==> src/rtl/prio_arb_rr.sv <==
// prio_arb_rr: registered WIDTH-bit priority arbiter that holds each grant under a Valid/Ack handshake.
// Define PRIO_ARB_RR_EN for round-robin selection; leave it undefined for fixed MSB-first priority.
module prio_arb_rr #(
  parameter int WIDTH = 16,
  parameter int IDXW  = $clog2(WIDTH)
) (
  input  logic             clk,
  input  logic             rst,
  input  logic             En,
  input  logic [WIDTH-1:0] Din,
  input  logic             Ack,
  output logic             Valid,
  output logic [IDXW-1:0]  Dout,
  output logic [WIDTH-1:0] Gnt
);

  typedef enum logic {IDLE, BUSY} state_t;

  state_t           state, next_state;
  logic             valid_d;
  logic [IDXW-1:0]  dout_d;
  logic [WIDTH-1:0] gnt_d;
  logic             req;
  logic             xfer;
  logic [IDXW-1:0]  winner;

  // Index of the highest set bit; callers guarantee vec is non-zero when it matters.
  function automatic logic [IDXW-1:0] highest(input logic [WIDTH-1:0] vec);
    logic [IDXW-1:0]  idx;
    logic [WIDTH-1:0] sh;
    idx = '0;
    for (int i = 0; i < WIDTH; i++) begin
      sh = vec >> i;
      if (sh[0]) idx = IDXW'(i);
    end
    return idx;
  endfunction

  assign req  = En && (Din != '0);
  assign xfer = (state == BUSY) && Ack;

`ifdef PRIO_ARB_RR_EN
  logic [IDXW-1:0]  last;
  logic [IDXW-1:0]  last_eff;
  logic [IDXW-1:0]  start;
  logic [WIDTH-1:0] low_mask;
  logic [WIDTH-1:0] low_req;

  // Search bits [start:0] first; if none are set, the highest bit overall is the wrapped winner.
  always_comb begin
    last_eff = xfer ? Dout : last;
    start    = (last_eff == '0) ? IDXW'(WIDTH - 1) : last_eff - IDXW'(1);
    low_mask = {WIDTH{1'b1}} >> (IDXW'(WIDTH - 1) - start);
    low_req  = Din & low_mask;
    winner   = (low_req != '0) ? highest(low_req) : highest(Din);
  end

  always_ff @(posedge clk) begin
    if (rst)
      last <= '0;
    else if (xfer)
      last <= Dout;
  end
`else
  assign winner = highest(Din);
`endif

  always_comb begin
    next_state = state;
    valid_d    = Valid;
    dout_d     = Dout;
    gnt_d      = Gnt;
    case (state)
      IDLE: begin
        if (req) begin
          next_state = BUSY;
          valid_d    = 1'b1;
          dout_d     = winner;
          gnt_d      = WIDTH'(1) << winner;
        end
      end
      BUSY: begin
        // Without Ack the grant is frozen regardless of En and Din.
        if (Ack) begin
          if (req) begin
            valid_d = 1'b1;
            dout_d  = winner;
            gnt_d   = WIDTH'(1) << winner;
          end else begin
            next_state = IDLE;
            valid_d    = 1'b0;
            gnt_d      = '0;
          end
        end
      end
    endcase
  end

  always_ff @(posedge clk) begin
    if (rst) begin
      state <= IDLE;
      Valid <= 1'b0;
      Dout  <= '0;
      Gnt   <= '0;
    end else begin
      state <= next_state;
      Valid <= valid_d;
      Dout  <= dout_d;
      Gnt   <= gnt_d;
    end
  end

endmodule

==> config.mk <==
export PLATFORM = sky130hd
export DESIGN_NAME = prio_arb_rr
export DESIGN_NICKNAME = d
export VERILOG_FILES = /design/src/rtl/prio_arb_rr.sv
export SDC_FILE = /design/constraint.sdc
export NUM_CORES = 1
export LEC_CHECK = 0
export BUFFER_PORTS_ARGS = -buffer_cell sky130_fd_sc_hd__buf_4
export CORE_ASPECT_RATIO = 1.2
export CORE_UTILIZATION = 40
export CTS_BUF_LIST = sky130_fd_sc_hd__clkbuf_8
export CTS_CLUSTER_SIZE = 25
export DETAILED_ROUTE_END_ITERATION = 8
export GPL_TIMING_DRIVEN = 0
export PLACE_DENSITY_LB_ADDON = 0.25
export SLEW_MARGIN = 20
export SYNTH_ARGS = -nofsm -noshare
export SYNTH_HDL_FRONTEND = slang
export SYNTH_SLANG_ARGS = --single-unit
export TNS_END_PERCENT = 5
==> constraint.sdc <==
create_clock -name clk -period 4.15 [get_ports clk]
set_input_delay 0.6225 -clock clk [delete_from_list [all_inputs] [get_ports clk]]
set_output_delay 0.6225 -clock clk [all_outputs]
set_load 0.005 [all_outputs]
Yosys cells after proc, flatten, opt, wreduce, memory -nomap -nowiden
Index checks and enable logic that the tools add are counted.

Output and inout bits: 21. Input bits: 20. Register bits after elaboration: 22. Logic and storage cells: 39.

Shift operators: 1. Eq/ne operators: 2. Bitwise gates (word level): 1. Reduce and logical (&&, ||, !) cells: 3. Multiplexer cells: 28.

Operators with widths (count): $mux W16 (3); $mux W4 (10); $pmux W16 S2 (1); $reduce_bool A16 Y1 (1); $shl A1 B4 Y16 const A (1); $mux W3 (4); $pmux W4 S2 (1); $mux W1 (5); $mux W2 (2); $ne A2 B2 Y1 const B (2); $pmux W1 S2 (2); $reduce_and A2 Y1 (1); $logic_and A1 B1 Y1 (1); $not A1 Y1 (1).

Depth between registers and ports, before layout
Gate-level depths: netlist (run 1).

Depth in word-level cells: 19. Depth in mapped cells: 8. Depth with buffers taken out: 5.

Worst setup path before layout (run 1)
Ideal clock, no wire load.

Path type: input port to flip-flop. Start point: input Din[13]. End point: register Gnt[2]. Path buffers: 3. Stages: 8. Library setup time: 59 ps. Data required time: 4091 ps. Arrival time: 1917 ps. Setup slack: 2174 ps. Path through: buf_6 -> nor4_4 -> nand4_2 -> and2_4 -> buf_6 -> nor3_4 -> buf_6 -> a22o_1.

Word-level cells in the longest chain between the ends: 7. Elaborated cells between the ends (all ways): 12. Classes of those cells: eq/ne (1); shift (1); mux (7); reduce/logical (3).

Ends and longest elaborated chain: start, declared (RTL line 10) `input logic [WIDTH-1:0] Din,`; $mux W4 (3 in a row) (RTL line 34) `if (sh[0]) idx = IDXW'(i);`; $shl A1 B4 Y16 (RTL line 79, 88); $mux W16 (RTL line 85) `if (req) begin`; $mux W16 (RTL line 84) `if (Ack) begin`; $pmux W16 S2 (RTL line 73) `case (state)`; end signal, assigned (RTL line 109) `Gnt <= gnt_d;`; end, declared (RTL line 14) `output logic [WIDTH-1:0] Gnt`.

Parallel ways exist; a longest one is shown, timed or not. The select of a mux whose other input is x is not followed. A chain may end at the register's enable or synchronous reset.

Worst setup path after layout (run 1)
Start point: input Din[10]. End point: register Gnt[2].

Word-level cells in the longest chain between the ends: 10. Elaborated cells between the ends (all ways): 15. Classes of those cells: eq/ne (1); shift (1); mux (10); reduce/logical (3).

Ends and longest elaborated chain (RTL line): $mux W4 (6 in a row) (34); $shl A1 B4 Y16 (79, 88); $mux W16 (85); $mux W16 (84); $pmux W16 S2 (73).

Parallel ways exist; a longest one is shown, timed or not. The select of a mux whose other input is x is not followed.

==> results of run 1 <==
-- path summary, 6_finish.rpt --
path | start | to | slack, ns | cells after the start
min | Gnt[5] | Gnt[5] | 0.47 | 2
min reg2reg | Gnt[5] | Gnt[5] | 0.47 | 2
max | Din[10] | Gnt[2] | 2.14 | 6
max reg2reg | state | Gnt[7] | 2.61 | 5
-- area by class of cell --
type,instances,area [um2],share of cell area
multi-input combinational,84,584,0.396
sequential,22,440,0.299
timing repair buffer,39,293,0.198
clock buffer,3,41.3,0.0280
tap,33,41.3,0.0280
buffer,4,37.5,0.0254
clock inverter,1,30.0,0.0204
inverter,2,7.51,0.00509
-- layout by cell type (no fill, tap or decap), drive strengths merged, types with 3 or more instances in the layout --
| cell type | Yosys | final |
|---|---|---|
| a21oi | 6 | 6 |
| buf | 3 | 42 |
| nor3 | 7 | 7 |
| clkbuf | 1 | 4 |
| nor4 | 6 | 6 |
| and2 | 3 | 3 |
| nand2b | 3 | 3 |
| a32o | 3 | 3 |
| a22o | 4 | 4 |
| dfxtp | 22 | 22 |
| nand2 | 9 | 9 |
| nor2 | 14 | 14 |
| nor2b | 3 | 3 |
| o2bb2ai | 6 | 6 |
-- layer usage --
metal,share of wire,GRT usage,up-vias
met4,0.0067,0.0504,0
met5,0,0,-
met2,0.49,0.348,26
li1,-,-,512
met3,0.035,0.0233,2
met1,0.46,0.244,478
-- stage by stage --
| step | utilization | setup slack, ns | power [W] | instance area (um2) |
|---|---|---|---|---|
| 2_1_floorplan | - | 2.17 | 0.000261 | 1070 |
| 3_3_place_gp | 0.555 | 1.83 | 0.000297 | 1400 |
| 3_5_place_dp | 0.555 | 1.88 | 0.000298 | 1400 |
| 4_1_cts | 0.584 | 2.13 | 0.000492 | 1480 |
| 5_1_grt | 0.584 | 2.03 | 0.000511 | 1480 |
| 6_report | 0.584 | 2.14 | 0.000489 | 1480 |
-- sequential cells by signal, summed over array words and instances (netlist names) --
signal,cells
Gnt,16
Dout,4
Valid,1
state,1
-- power by group --
group | total [W] | internal (W) | switching, W
Sequential | 0.000220 | 0.000217 | 0.00000318
Combinational | 0.0000733 | 0.0000352 | 0.0000381
Clock | 0.000195 | 0.000129 | 0.0000667
Total | 0.000489 | 0.000381 | 0.000108
-- cells in the mapped netlist, types with 3 or more instances --
cell / instances
nand2b_1: 3
nor2_1: 14
dfxtp_1: 22
o2bb2ai_1: 6
buf_6: 3
nor2b_1: 3
a21oi_1: 6
a22o_1: 4
a32o_1: 3
nor3_1: 5
nand2_1: 9
-- worst max-delay path: cells and delay by family --
kind / cells / cell delay [ns]
AO/OA/AOI/OAI: 1 / 0.13
AND/OR/NAND/NOR: 4 / 1.34
buffers and inverters: 1 / 0.12
-- kinds of logic after synthesis --
kind of cell           count (synthesis)
and+or+nand+nor                       55
AOI/OAI and AO/OA                     29
DFF                                   22
buffers and inverters                  6
==> reports/summary.txt, run 1 <==
Status -> finished clean
Critical Path Fanout Max -> 5
Die height -> 58.7 um
Final min period -> 2.01 ns
Fin Setup TNS -> 0 ns
Slowest-stage cell, CP -> nor4_1
Maximum VDD drop -> 243 uV
Ant diodes -> 0
Placer Congestion -> 0.832
Post-synth net total -> 132
WS Path Type -> input pin to flop
Via count -> 1018
DP Cell Count -> 184
Slew Viols, Final -> 0
Simple-gate share of the synthesized area -> 0.329
Area grow syn2layout -> 37.9%
Row count -> 20
Seq/Total Area, Yosys -> 0.412
Unrepaired setup endpoints after global routing -> false
Tcrit/Tclk final -> 0.485
WP data required -> 4.35 ns
Synth cell types -> 38
Synth Area in Adders -> 0
GRT Util Overall -> 0.194
Vias per std cell -> 5.41
PostCTS Resize Cnt -> 0
Hold Buf Count CTS -> 0
Cts bufs inserted -> 3
Antenna Nets Post-Route -> 0
TritonCTS clock tree -> built
Top-area cell type share of the netlist area -> 0.412
CP Launch Type -> input pin
HP Class -> flop to flop
Layout net count -> 176
Hold WS -> 0.467 ns
Post-synthesis compound-gate area fraction -> 0.218
Number of synthesized flops with an enable pin -> 0
Final std cells w/o fill -> 188
Layout cell share with drive strength beyond 1 -> 0.361
Top-level I/O count -> 41
Filler cells -> 239
Worst setup EP type -> flop
FFs w/ async S/R, synth -> 0
Routed wire length -> 2540 um
FF+latch count, synth -> 22
Max_cap viols -> 0
Largest family of logic cells by synthesized area -> simple AND/OR/NAND/NOR gates
Max incr delay on CP -> 0.47 ns
CORE AREA -> 2530 um2
Synth area leader -> dfxtp_1
DRC errors left -> 0
Synth Cell Area -> 1070 um2
Multiplexer share of the synthesized area -> 0
Clock Skews -> 0.00157 ns
Final setup fails -> 0
CTS Sinks -> 22
Syn Inst Count -> 112
DR WL/cell -> 13.5 um
GRT Residual Overflow -> 0
Mapped Avg Cell Area -> 9.55 um2
Number of global-route vias before repair -> 999
Detailed placement HPWL -> 2010 um
Crit path DAT -> 2.22 ns
Leakage -> 0.596 nW
Initial antenna violation count -> 0
Worst slew pin tran -> 0.551 ns
First-pass GRT wire length -> 4400 um
Die Area -> 2890 um2
Top post-synthesis cells by area -> dfxtp_1, nor2_1, o2bb2ai_1
Horiz. Die Dim -> 49.2 um
Root Buffer -> clkbuf_8
Worst-path clk slew -> 0.08 ns
P per Cell Area -> 331 nW/um2
Port Buf Inserts -> 39
Worst path cell trace -> buf_4 -> or2_2 -> or3_1 -> nor4_1 -> nor2b_1 -> a22o_1
Largest net degree at the start of global routing -> 14
Iter 0 DRT Violations -> 39
Fmax -> 0.497 GHz
Max clock buf depth -> 2
Final Hold Fails -> 0
# Post-CTS Setup Buffers -> 0
Initial core utilization -> 0.423
DR pass1 iterations -> 4
Synth warn -> 0
Synth Flop Type -> dfxtp_1
Skew-Pair Late Insertion Delay -> 0.25 ns
H-tree depth -> 1
Relative slew slack -> 0.633
Synth Area in XOR/XNOR -> 0
Power figures use the tool's default switching activity.
==> run 2, diff against run 1 <==
- ABC_AREA: unset -> 1
- clock period: 4.15 -> 1.75 ns (I/O delays scaled with it)
==> run 2 against run 1 <==
Compared with the run above:
- die area increased by 8.5%
- critical path type unchanged
- critical path depth grew 5
- non-clock buffer count unchanged
- via count grew 10%
- combinational power increased by 150%
- hold slack got worse by 0.30 ns
- largest power group unchanged
- synthesized area increased by 8.9%
- register-to-register slack worse by 2.1 ns
- core utilization shrank 2.3 points
==> reports/summary.txt, run 2 <==
H-tree depth -> 1 (unchanged)
Synth Cell Area -> 1160 um2 (was 1070 um2)
Mapped Avg Cell Area -> 7.19 um2 (was 9.55 um2)
Most flop-heavy register -> Gnt (unchanged)
CP Launch Type -> input pin (unchanged)
Hold Path End -> Gnt[9] (was Gnt[5])
Buf/Inv on CP -> 4 (was 1)
Worst slew pin tran -> 0.592 ns (was 0.551 ns)
Vias per std cell -> 4.67 (was 5.41)
Clock Skews -> 0.00318 ns (was 0.00157 ns)
Fin Setup TNS -> 0 ns (unchanged)
Placer Congestion -> 0.749 (was 0.832)
Largest net degree at the start of global routing -> 13 (was 14)
Max_cap viols -> 0 (unchanged)
First-pass GRT wire length -> 4080 um (was 4400 um)
R2R Path End -> Gnt[11] (was Gnt[7])
FF+latch count, synth -> 22 (unchanged)
Psw -> 0.000267 W (was 0.000108 W)
Via count -> 1120 (was 1018)
Leakage -> 0.727 nW (was 0.596 nW)
Horiz. Die Dim -> 51.3 um (was 49.2 um)
Critical Path Fanout Max -> 7 (was 5)
Synth cell types -> 21 (was 38)
Worst setup EP type -> flop (unchanged)
Max clock buf depth -> 2 (unchanged)
Die height -> 61.1 um (was 58.7 um)
Routed wire length -> 2400 um (was 2540 um)
Reg2Reg Depth -> 5 (unchanged)
Syn Inst Count -> 162 (was 112)
DR pass1 iterations -> 4 (unchanged)
Most common cell after layout, fill and taps aside -> buf_4 (unchanged)
Final min period -> 1.50 ns
Synth Flop Type -> dfxtp_1 (unchanged)
Internal power -> 0.000797 W (was 0.000381 W)
Layout cell share with drive strength beyond 1 -> 0.374 (was 0.361)
Fmax -> 0.668 GHz
Die Area -> 3130 um2 (was 2890 um2)
Top flop regs -> Gnt x16, Dout x4 (unchanged)
DR WL/cell -> 9.98 um (was 13.5 um)
Min-delay src -> rst (was Gnt[5])
Tcrit/Tclk final -> 0.855
P per Cell Area -> 681 nW/um2 (was 331 nW/um2)
Total power -> 0.00106 W (was 0.000489 W)
Worst-path clk slew -> 0.08 ns (about the same)
Cells on Worst Hold Path -> 2 (unchanged)
Unrepaired setup endpoints after global routing -> false (unchanged)
Crit path DAT -> 1.64 ns (was 2.22 ns)
Worst path cell trace -> buf_4 -> inv_2 -> nand2_4 -> nor3_2 -> inv_2 -> a21oi_2 -> inv_1 -> nand4_1 -> nor2_1 -> a21oi_1 -> nor2_1 (was buf_4 -> or2_2 -> or3_1 -> nor4_1 -> nor2b_1 -> a22o_1)
Seq/Total Area, Yosys -> 0.378 (was 0.412)
Area grow syn2layout -> 34.2% (was 37.9%)
Commonest non-fill, non-tap cells in the layout -> buf_4, nand2_1, nor2_1, inv_1, dfxtp_1 (was buf_4, dfxtp_1, nor2_1, nand2_1)
Status -> finished clean (unchanged)
Top post-synthesis cells by area -> dfxtp_1, nand2_1, nor2_1 (was dfxtp_1, nor2_1, o2bb2ai_1)
Row count -> 21 (was 20)
Maximum VDD drop -> 396 uV (was 243 uV)
CTS Sinks -> 22 (unchanged)
Sequential Power Share -> 0.492 (was 0.450)
Slew Viols, Final -> 0 (unchanged)
Slowest-stage cell, CP -> a21oi_2 (was nor4_1)
Relative slew slack -> 0.606 (was 0.633)
Switching share of power -> 0.251 (was 0.221)
Clock power share -> 0.338 (was 0.400)
Antenna Nets Post-Route -> 0 (unchanged)
# Post-CTS Setup Buffers -> 0 (unchanged)
Final std cells w/o fill -> 240 (was 188)
GRT Util Overall -> 0.175 (was 0.194)
Most frequent cell after synthesis -> nand2_1 (was dfxtp_1)
Post-synth top cells -> nand2_1, nor2_1, inv_1 (was dfxtp_1, nor2_1, nand2_1)
WS Path Type -> input pin to flop (unchanged)
TritonCTS clock tree -> built (unchanged)
Post-synth net total -> 182 (was 132)
Synth area leader -> dfxtp_1 (unchanged)
Root Buffer -> clkbuf_8 (unchanged)
HP Class -> input pin to flop (was flop to flop)
Final Hold Fails -> 0 (unchanged)
FFs w/ async S/R, synth -> 0 (unchanged)
Hold Buf Count CTS -> 0 (unchanged)
DP Cell Count -> 236 (was 184)
Skew-Pair Late Insertion Delay -> 0.26 ns (was 0.25 ns)
Combinational Power Share -> 0.170 (was 0.150)
Initial antenna violation count -> 0 (unchanged)
Top-area cell type share of the netlist area -> 0.378 (was 0.412)
Iter 0 DRT Violations -> 13 (was 39)
Number of global-route vias before repair -> 1034 (was 999)
Cts bufs inserted -> 3 (unchanged)
Max incr delay on CP -> 0.28 ns (was 0.47 ns)
Flop2flop setup slack -> 0.51 ns (was 2.61 ns)
Top cell family by delay on the critical path -> simple AND/OR/NAND/NOR gates (unchanged)
PostCTS Resize Cnt -> 0 (unchanged)
Detailed placement HPWL -> 2010 um (about the same)
Top-level I/O count -> 41 (unchanged)
Initial core utilization -> 0.418 (was 0.423)
Layout net count -> 227 (was 176)
Port Buf Inserts -> 40 (was 39)
Synth warn -> 0 (unchanged)
Number of synthesized flops with an enable pin -> 0 (unchanged)
DRC errors left -> 0 (unchanged)
GRT Residual Overflow -> 0 (unchanged)
Max reg flops -> 16 (unchanged)
CORE AREA -> 2790 um2 (was 2530 um2)
Launching point of the worst reg2reg path -> state (unchanged)
Ant diodes -> 0 (unchanged)
Final setup fails -> 0 (unchanged)
WP data required -> 1.89 ns (was 4.35 ns)
## run 2: cell families (layout without fill, tap and decap cells)
group | Yosys count | in the layout | synth area share
simple gates | 85 | 85 | 0.358
flops | 22 | 22 | 0.378
buf+inv | 33 | 77 | 0.125
compound gates | 22 | 22 | 0.140
## run 2: area by class of cell
type / count / area, um2
timing repair buffer: 40 / 300
inverter: 30 / 118
sequential: 22 / 440
fill: 284 / 1220
buffer: 3 / 27.5
clock buffer: 4 / 55.1
multi-input combinational: 107 / 579
tap: 34 / 42.5
## run 2: power groups by stage
stage / clock network (W) / registers [W] / logic, W
2_1_floorplan: 0 / 0.000536 / 0.000105
3_3_place_gp: 0 / 0.000535 / 0.000177
3_5_place_dp: 0 / 0.000535 / 0.000182
4_1_cts: 0.000367 / 0.000524 / 0.000183
5_1_grt: 0.000386 / 0.000526 / 0.000203
6_report: 0.000360 / 0.000524 / 0.000181
## run 2: metal layers
layer | up-vias | global-route usage | routed length [um]
met2 | 32 | 0.342 | 1210
li1 | 596 | - | -
met1 | 487 | 0.186 | 1040
met3 | 5 | 0.0222 | 89
met4 | 0 | 0.0811 | 54
met5 | - | 0 | 0
## run 2: worst reg2reg max path, stage by stage (launching register included)
cell and delay [ns]:
dfxtp_1 0.35, a21oi_4 0.21, nand2_1 0.19, inv_1 0.16
nand4_1 0.14, a21oi_2 0.14
## run 2: how the worst max path moves through the flow
stage,from,to,slack (ns),depth (start not counted)
finish,Din[15],Gnt[12],0.25,11
global placement,Din[15],Gnt[11],0.08,13
detailed placement,Din[15],Gnt[12],-0.005,11
global route,Din[2],Gnt[15],0.09,18
floorplan,Din[15],Gnt[0],0.32,14
CTS,Din[15],Gnt[12],0.27,11
## run 2: through the flow
stage                     area [um2]  hold WS [ns]  utilization  setup WS, ns
final                           1560         0.171        0.561         0.254
after global routing            1560         0.172        0.561        0.0932
after CTS                       1560         0.172        0.561         0.273
after detailed placement        1510         0.453        0.541      -0.00494
after global placement          1510         0.451        0.541        0.0850
after floorplan                 1160         0.325            -         0.318
==> run 3, diff against run 2 <==
- BUFFER_PORTS_ARGS: -buffer_cell sky130_fd_sc_hd__buf_4 -> -buffer_cell sky130_fd_sc_hd__buf_2
==> run 3 against run 2 <==
Compared with the run above:
- critical path depth up 7
- largest cell class unchanged
- sequential cell count unchanged
- die area unchanged
==> reports/summary.txt, run 3 (synthesis gave the netlist of run 2 again) <==
Worst-path clk slew -> 0.08 ns (about the same)
Max_cap viols -> 0 (unchanged)
Routed wire length -> 2580 um (was 2400 um)
Area grow syn2layout -> 25.6% (was 34.2%)
First-pass GRT wire length -> 4300 um (was 4080 um)
Antenna Nets Post-Route -> 0 (unchanged)
Maximum VDD drop -> 325 uV (was 396 uV)
Flop2flop setup slack -> 0.47 ns (was 0.51 ns)
Most common cell after layout, fill and taps aside -> buf_2 (was buf_4)
Root Buffer -> clkbuf_8 (unchanged)
Crit path DAT -> 1.66 ns (was 1.64 ns)
Launching point of the worst reg2reg path -> state (unchanged)
P per Cell Area -> 715 nW/um2 (was 681 nW/um2)
Horiz. Die Dim -> 51.3 um (unchanged)
Fmax -> 0.680 GHz (was 0.668 GHz)
Cell mode on critical path -> nand2_1
Via count -> 1136 (was 1120)
Total power -> 0.00105 W (was 0.00106 W)
End point of the critical path -> Gnt[11] (was Gnt[12])
Initial antenna violation count -> 0 (unchanged)
Tcrit/Tclk final -> 0.841 (was 0.855)
Layout cell share with drive strength beyond 1 -> 0.374 (unchanged)
Reg2Reg Depth -> 5 (unchanged)
Layout net count -> 227 (unchanged)
GRT Residual Overflow -> 0 (unchanged)
Slowest-stage cell, CP -> nand2_1 (was a21oi_2)
Worst setup EP type -> flop (unchanged)
Vias per std cell -> 4.73 (was 4.67)
DR WL/cell -> 10.8 um (was 9.98 um)
Clock Skews -> 0.00114 ns (was 0.00318 ns)
PostCTS Resize Cnt -> 0 (unchanged)
Worst path cell trace -> buf_2 -> inv_1 -> nand2_1 -> nand2_1 -> nand2_1 -> nand2_1 -> nand2_1 -> nand2_1 -> nand2_1 -> nand2_1 -> nand2_1 -> nand2_1 -> nand2_1 -> nand2_2 -> nand2_1 -> nand2_1 -> nand4_1 -> a21oi_2 (was buf_4 -> inv_2 -> nand2_4 -> nor3_2 -> inv_2 -> a21oi_2 -> inv_1 -> nand4_1 -> nor2_1 -> a21oi_1 -> nor2_1)
# Post-CTS Setup Buffers -> 0 (unchanged)
Critical path origin -> Din[2] (was Din[15])
Critical Path Fanout Max -> 5 (was 7)
TritonCTS clock tree -> built (unchanged)
Ant diodes -> 0 (unchanged)
WP data required -> 1.94 ns (was 1.89 ns)
Top flop regs -> Gnt x16, Dout x4 (unchanged)
Unrepaired setup endpoints after global routing -> false (unchanged)
Final min period -> 1.47 ns (was 1.50 ns)
Cts bufs inserted -> 3 (unchanged)
Detailed placement HPWL -> 2170 um (was 2010 um)
Fin Setup TNS -> 0 ns (unchanged)
Leakage -> 0.711 nW (was 0.727 nW)
CP Launch Type -> input pin (unchanged)
Placer Congestion -> 0.736 (was 0.749)
Max reg flops -> 16 (unchanged)
DRC errors left -> 0 (unchanged)
H-tree depth -> 1 (unchanged)
WS Path Type -> input pin to flop (unchanged)
Worst slew pin tran -> 0.619 ns (was 0.592 ns)
Relative slew slack -> 0.587 (was 0.606)
R2R Path End -> Gnt[11] (unchanged)
Number of global-route vias before repair -> 1075 (was 1034)
CTS Sinks -> 22 (unchanged)
HP Class -> input pin to flop (unchanged)
Port Buf Inserts -> 40 (unchanged)
Hold Buf Count CTS -> 0 (unchanged)
Commonest non-fill, non-tap cells in the layout -> buf_2, nand2_1, nor2_1, inv_1, dfxtp_1 (was buf_4, nand2_1, nor2_1, inv_1, dfxtp_1)
Die height -> 61.1 um (unchanged)
Skew-Pair Late Insertion Delay -> 0.26 ns (about the same)
Final setup fails -> 0 (unchanged)
Initial core utilization -> 0.418 (unchanged)
Iter 0 DRT Violations -> 18 (was 13)
Row count -> 21 (unchanged)
Final Util -> 0.525 (was 0.561)
GRT Util Overall -> 0.185 (was 0.175)
Most flop-heavy register -> Gnt (unchanged)
Buf/Inv on CP -> 2 (was 4)
Levels on crit path -> 18 (was 11)
Status -> finished clean (unchanged)
Top-level I/O count -> 41 (unchanged)
Slew Viols, Final -> 0 (unchanged)
DR pass1 iterations -> 4 (unchanged)
Die Area -> 3130 um2 (unchanged)
Top cell family by delay on the critical path -> simple AND/OR/NAND/NOR gates (unchanged)
CORE AREA -> 2790 um2 (unchanged)
Max incr delay on CP -> 0.15 ns (was 0.28 ns)
Largest net degree at the start of global routing -> 13 (unchanged)
Max clock buf depth -> 2 (unchanged)
Final Hold Fails -> 0 (unchanged)
[run 3: report_power, final]
group / internal (W) / leakage, nW / switching (W)
registers: 0.000515 / 0.179 / 0.00000819
clock network: 0.000200 / 0.0288 / 0.000158
logic: 0.0000633 / 0.503 / 0.000101
total: 0.000778 / 0.711 / 0.000267
[run 3: worst min path at each step]
stage	startpoint	to	slack (ns)	depth (start not counted)
CTS	rst	Gnt[9]	0.20	2
detailed placement	Dout[2]	Dout[2]	0.45	2
global placement	Dout[3]	Dout[3]	0.45	2
global route	rst	Gnt[9]	0.20	2
floorplan	rst	Gnt[9]	0.32	1
finish	rst	Gnt[9]	0.20	2
[run 3: layout make-up]
cell class              count  area [um2]
clock buffers               4        55.1
inverters                  30         118
multi-input cells         107         579
flip-flops and latches     22         440
fillers                   303        1320
well taps                  34        42.5
plain buffers               3        27.5
repair buffers             40         200
[run 3: worst register-to-register path, delay by kind of cell (launching register included)]
family          cells  cell delay, ns
simple gates        2            0.36
flops               1            0.35
compound gates      2            0.35
buf+inv             1            0.16
[run 3: per-layer routing]
metal	global-route usage	part of all wire	vias to the layer above
li1	-	-	596
met1	0.193	0.43	505
met2	0.374	0.52	33
met3	0.0222	0.040	2
met4	0.0695	0.011	0
met5	0	0	-
[run 3: stage by stage]
stage / cells / hold WS, ns / worst slack, ns / instance area, um2
2_1_floorplan: 162 / 0.325 / 0.318 / 1160
3_3_place_gp: 236 / 0.448 / 0.0845 / 1410
3_5_place_dp: 236 / 0.451 / -0.00361 / 1410
4_1_cts: 240 / 0.196 / 0.267 / 1460
5_1_grt: 240 / 0.202 / 0.101 / 1460
6_report: 240 / 0.200 / 0.279 / 1460
